<file path="src/rtl/hold_ctrl_pkg.sv">
// Shared pipeline hold/flush definitions: the hold_flag bus type and its codes,
// plus the hold controller state encoding.
package hold_ctrl_pkg;

    typedef logic [2:0] HoldFlagBus;

    // Codes seen by every pipeline register on the hold_flag bus
    localparam HoldFlagBus HOLD_RUN        = 3'b000;
    localparam HoldFlagBus HOLD_STALL      = 3'b001;
    localparam HoldFlagBus HOLD_FLUSH_IFID = 3'b010;
    localparam HoldFlagBus HOLD_FLUSH_IFEX = 3'b011;
    localparam HoldFlagBus HOLD_FLUSH_ALL  = 3'b100;

    typedef enum logic [2:0] {
        ST_RUN,
        ST_FLUSH,
        ST_TRAP,
        ST_MEM_STALL,
        ST_DIV_STALL
    } hold_state_t;

endpackage

</file>
<file path="src/rtl/hold_ctrl.sv">
// Pipeline hold controller: arbitrates trap/jump redirects and memory/divide
// stalls into a registered hold_flag code plus one-cycle redirect pulses.
module hold_ctrl
    import hold_ctrl_pkg::*;
#(
    parameter int ADDR_WIDTH   = 64,
    parameter int FLUSH_CYCLES = 2
) (
    input  logic                  clk,
    input  logic                  rst,
    input  logic                  jump_req,
    input  logic [ADDR_WIDTH-1:0] jump_addr,
    output logic                  jump_ack,
    input  logic                  trap_req,
    input  logic [ADDR_WIDTH-1:0] trap_addr,
    output logic                  trap_ack,
    input  logic                  mem_req,
    input  logic                  mem_ack,
    input  logic                  div_start,
    input  logic                  div_done,
    output HoldFlagBus            hold_flag,
    output logic                  redirect_valid,
    output logic [ADDR_WIDTH-1:0] redirect_addr
);

    localparam int CNT_W = $clog2(FLUSH_CYCLES + 2);
    localparam logic [CNT_W-1:0] FLUSH_LOAD = CNT_W'(FLUSH_CYCLES);
    localparam logic [CNT_W-1:0] TRAP_LOAD  = CNT_W'(FLUSH_CYCLES + 1);
    localparam logic [CNT_W-1:0] CNT_ONE    = CNT_W'(1);

    hold_state_t           r_state;
    logic [CNT_W-1:0]      r_count;
    HoldFlagBus            r_hold_flag;
    logic                  r_jump_ack;
    logic                  r_trap_ack;
    logic                  r_redirect_valid;
    logic [ADDR_WIDTH-1:0] r_redirect_addr;

    hold_state_t           w_state_next;
    logic [CNT_W-1:0]      w_count_next;
    HoldFlagBus            w_hold_next;
    logic                  w_jump_ack_next;
    logic                  w_trap_ack_next;
    logic                  w_redirect_valid_next;
    logic [ADDR_WIDTH-1:0] w_redirect_addr_next;

    always_ff @(posedge clk or negedge rst) begin
        if (!rst) begin
            r_state          <= ST_RUN;
            r_count          <= '0;
            r_hold_flag      <= HOLD_RUN;
            r_jump_ack       <= 1'b0;
            r_trap_ack       <= 1'b0;
            r_redirect_valid <= 1'b0;
            r_redirect_addr  <= '0;
        end else begin
            r_state          <= w_state_next;
            r_count          <= w_count_next;
            r_hold_flag      <= w_hold_next;
            r_jump_ack       <= w_jump_ack_next;
            r_trap_ack       <= w_trap_ack_next;
            r_redirect_valid <= w_redirect_valid_next;
            r_redirect_addr  <= w_redirect_addr_next;
        end
    end

    // A trap wins from any state and abandons whatever flush or stall is in progress.
    always_comb begin
        w_state_next          = ST_RUN;
        w_count_next          = '0;
        w_hold_next           = HOLD_RUN;
        w_jump_ack_next       = 1'b0;
        w_trap_ack_next       = 1'b0;
        w_redirect_valid_next = 1'b0;
        w_redirect_addr_next  = r_redirect_addr;

        if (trap_req) begin
            w_state_next          = ST_TRAP;
            w_count_next          = TRAP_LOAD;
            w_hold_next           = HOLD_FLUSH_ALL;
            w_trap_ack_next       = 1'b1;
            w_redirect_valid_next = 1'b1;
            w_redirect_addr_next  = trap_addr;
        end else begin
            case (r_state)
                ST_RUN: begin
                    if (jump_req) begin
                        w_state_next          = ST_FLUSH;
                        w_count_next          = FLUSH_LOAD;
                        w_hold_next           = HOLD_FLUSH_IFEX;
                        w_jump_ack_next       = 1'b1;
                        w_redirect_valid_next = 1'b1;
                        w_redirect_addr_next  = jump_addr;
                    end else if (mem_req && !mem_ack) begin
                        w_state_next = ST_MEM_STALL;
                        w_hold_next  = HOLD_STALL;
                    end else if (div_start) begin
                        w_state_next = ST_DIV_STALL;
                        w_hold_next  = HOLD_STALL;
                    end
                end
                // Exit at a count of one (or below) so the counter can never wrap.
                ST_FLUSH: begin
                    if (r_count > CNT_ONE) begin
                        w_state_next = ST_FLUSH;
                        w_count_next = r_count - CNT_ONE;
                        w_hold_next  = HOLD_FLUSH_IFEX;
                    end
                end
                ST_TRAP: begin
                    if (r_count > CNT_ONE) begin
                        w_state_next = ST_TRAP;
                        w_count_next = r_count - CNT_ONE;
                        w_hold_next  = HOLD_FLUSH_ALL;
                    end
                end
                ST_MEM_STALL: begin
                    if (!mem_ack) begin
                        w_state_next = ST_MEM_STALL;
                        w_hold_next  = HOLD_STALL;
                    end
                end
                ST_DIV_STALL: begin
                    if (!div_done) begin
                        w_state_next = ST_DIV_STALL;
                        w_hold_next  = HOLD_STALL;
                    end
                end
                default: w_state_next = ST_RUN;
            endcase
        end
    end

    assign hold_flag      = r_hold_flag;
    assign jump_ack       = r_jump_ack;
    assign trap_ack       = r_trap_ack;
    assign redirect_valid = r_redirect_valid;
    assign redirect_addr  = r_redirect_addr;

endmodule

</file>
<file path="config.mk">
export PLATFORM = sky130hd
export DESIGN_NAME = hold_ctrl
export DESIGN_NICKNAME = d
export VERILOG_FILES = /design/src/rtl/hold_ctrl_pkg.sv /design/src/rtl/hold_ctrl.sv
export SDC_FILE = /design/constraint.sdc
export NUM_CORES = 1
export LEC_CHECK = 0
export ABC_AREA = 1
export CAP_MARGIN = 20
export CORE_MARGIN = 5
export CORE_UTILIZATION = 40
export DETAILED_ROUTE_END_ITERATION = 8
export PLACE_DENSITY = 0.83
export SYNTH_ARGS = -nofsm -noshare
export SYNTH_HDL_FRONTEND = slang
export SYNTH_SLANG_ARGS = --single-unit
</file>
<file path="constraint.sdc">
create_clock -name clk -period 1.88 [get_ports clk]
set_input_delay 0.188 -clock clk [delete_from_list [all_inputs] [get_ports clk]]
set_output_delay 0.188 -clock clk [all_outputs]
set_load 0.005 [all_outputs]
</file>
==> flow_summary.yaml, run 1 <==
critical_path:
  rr_startpoint: "r_state[2]"
  critPathMaxFanout: 39
  cp.required_ns: 2.14
  regToRegSetupSlack_ns: 0.42
  crit_chain: "inv_1 -> nand2_1 -> inv_2 -> nand2_2 -> nand2_4 -> buf_12 -> nand2_1 -> nand2_1"
  cp-end-kind: "register"
  crit_top_cell: "nand2_1"
  arrival_ns: 1.72
  slowest_delay_ns: 0.38
  slowest_stage: "dfrtp_1"
  r2r-end: "redirect_addr[56]"
  critPathKind: "register to register"
  cp-start-kind: "register"
  reg2regPathDepth: 8
sta:
  finClkSkew_ns: 0.00721
  slew_headroom: 0.669
  hold_viol: 0
  fin_crit_ns: 1.46
  post-route-period-util: 0.775
  fin_ws_ns: 0.423
  slew_viol_final: 0
  fmax_ghz: 0.686
  setup_violations: 0
  fin_tns_setup_ns: 0
  worst_pin_slew_ns: 0.497
  rsz0062_at_grt: "false"
clock_network:
  cts.sinks: 75
  htree_levels: 3
  clock_path_buffers: 2
  root_buffer: "clkbuf_8"
  path_clk_slew_ns: 0.07
  cts_buffers: 9
  cts_resized: 0
  cts_tree: "yes"
  worstSkewPairLatency_ns: 0.33
power:
  powerDensity_nw_per_um2: 766
  peakVddDrop_mv: 0.391
  leakage_nw: 2.93
floorplan:
  pin_count: 206
  die_y_um: 105
  initial_core_util: 0.414
  die_x_um: 105
  num_rows: 34
  die_area_um2: 11100
  coreArea_um2: 8810
detailed_routing:
  viasPerCell: 4.68
  num_vias: 3635
  wire_per_inst_um: 13.8
  firstDrtPassIters: 5
  drc: 0
  drtIter0Drc: 124
  wl_um: 10700
  antenna_left: 0
logic_synthesis:
  synthCells: 464
  synth.avg_cell_area_um2: 7.85
  synth_nets: 600
  yosys.cell_types.count: 20
  yosysSeqAreaShare: 0.515
  synth-seq-cells: 75
  yosysWarnings: 0
  syn_area_um2: 3640
final_layout:
  diodes: 0
  layout_common_cells: "nand2_1 (281), clkdlybuf4s50_1 (203), dfrtp_1 (75)"
  area_growth_syn_to_layout_pct: 64.7
  drive_gt1_frac: 0.0539
  nets: 799
  nFillCells: 692
  final_common_cell: "nand2_1"
flow_run:
  cap_violations: 0
outcome:
  status: "completed"
placed_design:
  place_congestion: 0.823
  port_buffers: 205
  dp_hpwl_um: 8520
  pre_cts_ws_ns: 0.346
min_path:
  holdCritPathClass: "input port to register"
  min_from: "trap_req"
  whs_path_depth: 3
  holdPathEnd: "redirect_valid"
global_routing:
  antenna_found_initial: 0
  grt_pass1_wl_um: 17400
  grt_util_all_layers: 0.192
  gr-total-overflow: 0
  grt_pass1_vias: 3602
  grt_max_degree: 67
[worst max path at each step]
stage,start,cells past startpoint,endpoint,slack [ns]
6_report,r_state[2],8,redirect_addr[56],0.42
5_1_grt,r_state[2],8,redirect_addr[63],0.31
4_1_cts,r_state[2],8,redirect_addr[58],0.42
3_5_place_dp,jump_req,4,redirect_addr[2],0.35
3_3_place_gp,jump_req,4,redirect_addr[3],0.42
2_1_floorplan,r_state[1],8,redirect_addr[19],0.68
[per-layer routing]
metal	global-route usage	vias up	wire length, µm
met2	0.341	154	5390
met5	0	-	0
met3	0.0568	16	966
met4	0.0562	0	157
met1	0.225	1625	4230
li1	-	1840	-
[cell families after synthesis]
logic type	share of synthesized area
and+or+nand+nor	0.328
DFF	0.515
buffers and inverters	0.0529
AOI/OAI and AO/OA	0.0440
muxes	0.0604
[worst max-delay path, delay by kind of cell (launching register included)]
kind	cells	cell delay (ns)
buf+inv	3	0.52
simple gates	5	0.47
flops	1	0.38
[cell type report]
class,instances,area (µm²),area share
multi-input cells,356,1570,0.262
clock inverters,3,45.0,0.00751
inverters,8,30.0,0.00501
flip-flops and latches,75,1880,0.313
well taps,108,135,0.0225
repair buffers,213,2170,0.362
clock buffers,13,169,0.0282
[through the flow]
stage | total power [mW] | area [µm²] | utilization | cells | hold slack (ns)
after floorplan | 2.47 | 3640 | - | 464 | -0.108
after global placement | 3.32 | 5780 | 0.656 | 759 | 0.178
after detailed placement | 3.36 | 5780 | 0.656 | 759 | 0.186
after CTS | 4.66 | 6000 | 0.681 | 776 | 0.252
after global routing | 4.88 | 6000 | 0.681 | 776 | 0.264
final | 4.59 | 6000 | 0.681 | 776 | 0.273
[synthesized netlist by cell type (all sizes together)]
cell,number,share of area
o21a,1,0.0021
inv,8,0.0082
mux2i,22,0.060
clkbuf,4,0.0041
nand3,4,0.0055
nor2,10,0.012
nand4,3,0.0052
o21ai,23,0.032
a21oi,2,0.0027
dfrtp,75,0.52
nand2,289,0.30
buf,21,0.041
a31oi,2,0.0076
[sequential cells by signal (all words and copies together) (netlist names)]
name / count
redirect_valid: 1
r_count: 2
hold_flag: 3
redirect_addr: 64
jump_ack: 1
trap_ack: 1
r_state: 3
[what timing repair did]
item                                    CTS  global route
hold buffers                              1             0
endpoints found under the setup margin    0             0
endpoints found under the hold margin    37             0
setup buffers                             0             0
[where the power goes]
part	switching, mW	leakage, nW	internal (mW)
Clock	0.557	0.102	0.723
Combinational	0.546	1.91	0.801
Sequential	0.127	0.918	1.84
(Power assumes the default switching activity.)
==> run 2: changes to the inputs <==
- CORE_UTILIZATION: 40 -> 35
- PLACE_DENSITY: 0.83 -> 0.77
- clock period: 1.88 -> 1.3 ns (I/O delays scaled with it)
==> flow_summary.yaml, run 2 (same netlist as run 1, synthesis figures left out) <==
critical_path:
  cp-end-kind: "register"
  cp.required_ns: 1.52
  critPathMaxFanout: 9
  cp-startpoint: "r_state[0]"
  cp-start-kind: "register"
  critPathKind: "register to register"
  arrival_ns: 1.53
  rr_startpoint: "r_state[0]"
  reg2regPathDepth: 7
floorplan:
  die_area_um2: 12600
  num_rows: 37
  coreArea_um2: 10200
  die_x_um: 112
  die_y_um: 112
  initial_core_util: 0.356
  pin_count: 206
global_routing:
  gr-total-overflow: 0
  grt_pass1_vias: 3837
  grt_util_all_layers: 0.180
  antenna_found_initial: 0
  grt_pass1_wl_um: 18600
  grt_max_degree: 76
sta:
  worst_pin_slew_ns: 0.388
  fin_ws_ns: -0.0153
  rsz0062_at_grt: "true"
  post-route-period-util: 1.01
  setup_violations: 9
  hold_viol: 0
  fmax_ghz: 0.760
  holdWs_ns: 0.290
  slew_viol_final: 0
  finClkSkew_ns: 0.0102
  slew_headroom: 0.741
  fin_crit_ns: 1.32
final_layout:
  nets: 822
  layout_common_cells: "nand2_1 (269), clkdlybuf4s50_1 (133), dfrtp_1 (75)"
  area_growth_syn_to_layout_pct: 75.1
  drive_gt1_frac: 0.120
  diodes: 0
  largest_register_ffs: 64
  final_common_cell: "nand2_1"
detailed_routing:
  drtIter0Drc: 167
  drc: 0
  wl_um: 12100
  viasPerCell: 4.60
  wire_per_inst_um: 14.6
  antenna_left: 0
  num_vias: 3806
  firstDrtPassIters: 5
outcome:
  status: "finished, violations left"
  violations: "setup timing"
min_path:
  whs_path_depth: 2
  min_from: "trap_req"
  holdCritPathClass: "input port to register"
clock_network:
  htree_levels: 3
  worstSkewPairLatency_ns: 0.34
  root_buffer: "clkbuf_8"
  clock_path_buffers: 2
  cts_tree: "yes"
  cts.sinks: 75
  cts_buffers: 9
  path_clk_slew_ns: 0.08
power:
  leakage_nw: 3.31
  peakVddDrop_mv: 0.597
  powerDensity_nw_per_um2: 1140
placed_design:
  dp_hpwl_um: 8690
  pre_cts_ws_ns: -0.145
  port_buffers: 205
  place_congestion: 0.856
flow_run:
  cap_violations: 0
## run 2: cell type report
class                      instances  area [µm²]
clock buffer                      12         155
clock inverter                     4         120
fill                             876        3850
inverter                           8        30.0
multi-input combinational        356        1650
sequential                        75        1880
tap                              136         170
timing repair buffer             236        2370
## run 2: stage by stage
step,TNS [ns],utilization,std cells,cell area [µm²],power (mW)
after floorplan,0,-,464,3640,3.56
after global placement,-4.83,0.575,797,5890,4.87
after detailed placement,-6.78,0.575,797,5890,4.92
after CTS,-0.0480,0.598,819,6120,7.15
after global routing,-2.93,0.623,827,6380,7.71
final,-0.0548,0.623,827,6380,7.28
## run 2: final timing paths
check | endpoint | slack (ns)
hold / removal | trap_ack | 0.29
setup reg to reg | redirect_addr[7] | -0.02
min in group asynchronous | redirect_addr[42] | 0.34
hold reg to reg | redirect_addr[32] | 0.47
max in group asynchronous | r_count[1] | 0.64
setup / recovery | redirect_addr[7] | -0.02
## run 2: timing repair
| item | in CTS | in global routing |
|---|---|---|
| gates cloned | 0 | 7 |
| endpoints found under the hold margin | 75 | 0 |
| setup buffers | 5 | 1 |
| hold buffers | 1 | 0 |
| pin swaps | 0 | 4 |
| resized for setup | 73 | 50 |
| setup endpoints to repair | 94 | 66 |
## run 2: per-layer routing
| layer | global-route usage | part of all wire | vias to the layer above |
|---|---|---|---|
| met5 | 0 | 0 | - |
| met1 | 0.210 | 0.40 | 1740 |
| met2 | 0.313 | 0.50 | 165 |
| li1 | - | - | 1883 |
| met3 | 0.0625 | 0.082 | 18 |
| met4 | 0.0529 | 0.018 | 0 |
## run 2: worst max-delay path: stages, from the launching register on
cell,delay [ns]
dfrtp_1,0.41
nor2_4,0.13
buf_6,0.11
a31oi_4,0.08
buf_12,0.16
clkbuf_16,0.16
nand2_1,0.05
o21ai_0,0.07
## run 2: report_power, final
part / switching, mW / total (mW) / internal, mW
sequential: 0.190 / 2.85 / 2.66
combinational: 0.899 / 2.03 / 1.14
clock: 0.816 / 2.39 / 1.58
total: 1.90 / 7.28 / 5.37
==> run 3: changes to the inputs <==
- GPL_TIMING_DRIVEN: default -> 0
==> flow_summary.yaml, run 3 (same netlist as run 1, synthesis figures left out) <==
global_routing:
  grt_pass1_wl_um: 19500
  antenna_found_initial: 0
  grt_max_degree: 73
  gr-total-overflow: 0
  grt_util_all_layers: 0.190
  grt_pass1_vias: 3876
critical_path:
  reg2regPathDepth: 8
  cp_top_family: "simple AND/OR/NAND/NOR gates"
  rr_startpoint: "r_state[0]"
  crit_top_cell: "nand2_1"
  cp-startpoint: "r_state[0]"
  cp-start-kind: "register"
  critPathKind: "register to register"
  path_buf_inv: 2
  slowest_stage: "dfrtp_1"
  cp-end-kind: "register"
  slowest_delay_ns: 0.42
  crit_chain: "nor2_4 -> nand2_2 -> inv_2 -> nand2_4 -> nand2_8 -> clkbuf_16 -> nand2_1 -> nand2_1"
  cp.required_ns: 1.58
  arrival_ns: 1.57
  critPathMaxFanout: 5
  regToRegSetupSlack_ns: 0.004
  crit_path_end: "redirect_addr[40]"
  r2r-end: "redirect_addr[40]"
  crit_cells: 8
placed_design:
  dpl_cell_area_um2: 5890
  port_buffers: 205
  place_congestion: 0.878
  dp_hpwl_um: 9190
power:
  switchingPower_mw: 1.90
  combPwrFrac: 0.298
  peakVddDrop_mv: 0.577
  switching_share: 0.276
  power.internal_mw: 4.98
  power.share.sequential: 0.411
  leakage_nw: 3.31
  powerDensity_nw_per_um2: 1070
  clockPowerShare: 0.291
detailed_routing:
  firstDrtPassIters: 5
  drtIter0Drc: 148
  drc: 0
  viasPerCell: 4.57
  wl_um: 12200
  num_vias: 3834
  wire_per_inst_um: 14.5
  antenna_left: 0
outcome:
  status: "completed"
final_layout:
  final_common_cell: "nand2_1"
  largest_register_ffs: 64
  final_area_um2: 6410
  drive_gt1_frac: 0.145
  diodes: 0
  seq_area_um2: 1880
  nets: 834
  nFillCells: 902
  final_util: 0.627
  area_growth_syn_to_layout_pct: 76.0
  multi_input_area_um2: 1710
  layout_common_cells: "nand2_1 (251), clkdlybuf4s50_1 (134), dfrtp_1 (75)"
min_path:
  holdCritPathClass: "input port to asynchronous set/reset pin"
floorplan:
  initial_core_util: 0.356
  die_area_um2: 12600
  num_rows: 37
  pin_count: 206
  coreArea_um2: 10200
  die_y_um: 112
  die_x_um: 112
clock_network:
  clock_path_buffers: 2
  cts_buffers: 9
  cts_tree: "yes"
  cts.sinks: 75
  htree_levels: 3
  worstSkewPairLatency_ns: 0.33
  root_buffer: "clkbuf_8"
  path_clk_slew_ns: 0.08
sta:
  finClkSkew_ns: 0.00975
  fmax_ghz: 0.771
  hold_viol: 0
  setup_violations: 0
  slew_headroom: 0.746
  fin_crit_ns: 1.30
  slew_viol_final: 0
  rsz0062_at_grt: "true"
  post-route-period-util: 0.997
  worst_pin_slew_ns: 0.381
flow_run:
  cap_violations: 0
[run 3: cell count changes in the layout (fill, tap and decap cells not counted), moves of 4 or more]
cell     delta
nand2_1    -18
nand2_2    +16
o21ai_0    +14
o21ai_2    -10
buf_12      -6
buf_2       +5
buf_8       +4
o21ai_1     -4
[run 3: metal layers]
metal / wire length, µm / global-route usage
met4: 121 / 0.0457
met1: 5040 / 0.235
met3: 897 / 0.0528
met2: 6150 / 0.332
met5: 0 / 0
[run 3: how the worst min path moves through the flow]
stage          slack (ns)  cells after the start                end               from
2_1_floorplan       -0.17                      0       hold_flag[0]                rst
3_3_place_gp         0.45                      2  redirect_addr[21]  redirect_addr[21]
3_5_place_dp        -0.06                      1  redirect_addr[47]                rst
4_1_cts              0.11                      2  redirect_addr[47]                rst
5_1_grt              0.12                      2  redirect_addr[47]                rst
6_report             0.13                      2  redirect_addr[47]                rst
[run 3: stage by stage]
| step | hold WS [ns] | worst slack (ns) | total power [mW] | std cells | TNS, ns |
|---|---|---|---|---|---|
| CTS | 0.110 | -0.00180 | 6.83 | 834 | -0.00222 |
| finish | 0.135 | 0.00369 | 6.88 | 839 | 0 |
| global placement | 0.453 | -2.43 | 4.85 | 805 | -199.09 |
| detailed placement | -0.0595 | -0.359 | 4.91 | 806 | -20.15 |
| floorplan | -0.166 | 0.104 | 3.56 | 464 | 0 |
| global route | 0.120 | -0.0451 | 7.30 | 839 | -1.07 |
[run 3: cell type report]
cell class,count,area share
inverter,8,0.00507
sequential,75,0.293
multi-input combinational,357,0.266
timing repair buffer,222,0.341
tap,136,0.0265
buffer,25,0.0334
clock inverter,4,0.0113
clock buffer,12,0.0242
[run 3: what timing repair did]
item,in CTS,in global routing
buffers inserted,9,2
endpoints found under the hold margin,75,0
hold buffers,1,0
setup endpoints to repair,119,48
gates cloned,2,3
gates resized for setup,83,58
pin swaps,2,32
[run 3: power groups by stage]
stage	registers, mW	logic [mW]	clock network (mW)
detailed placement	2.89	2.02	0
finish	2.83	2.05	2.00
global placement	2.88	1.97	0
CTS	2.83	1.93	2.07
global route	2.88	2.26	2.17
floorplan	2.91	0.656	0
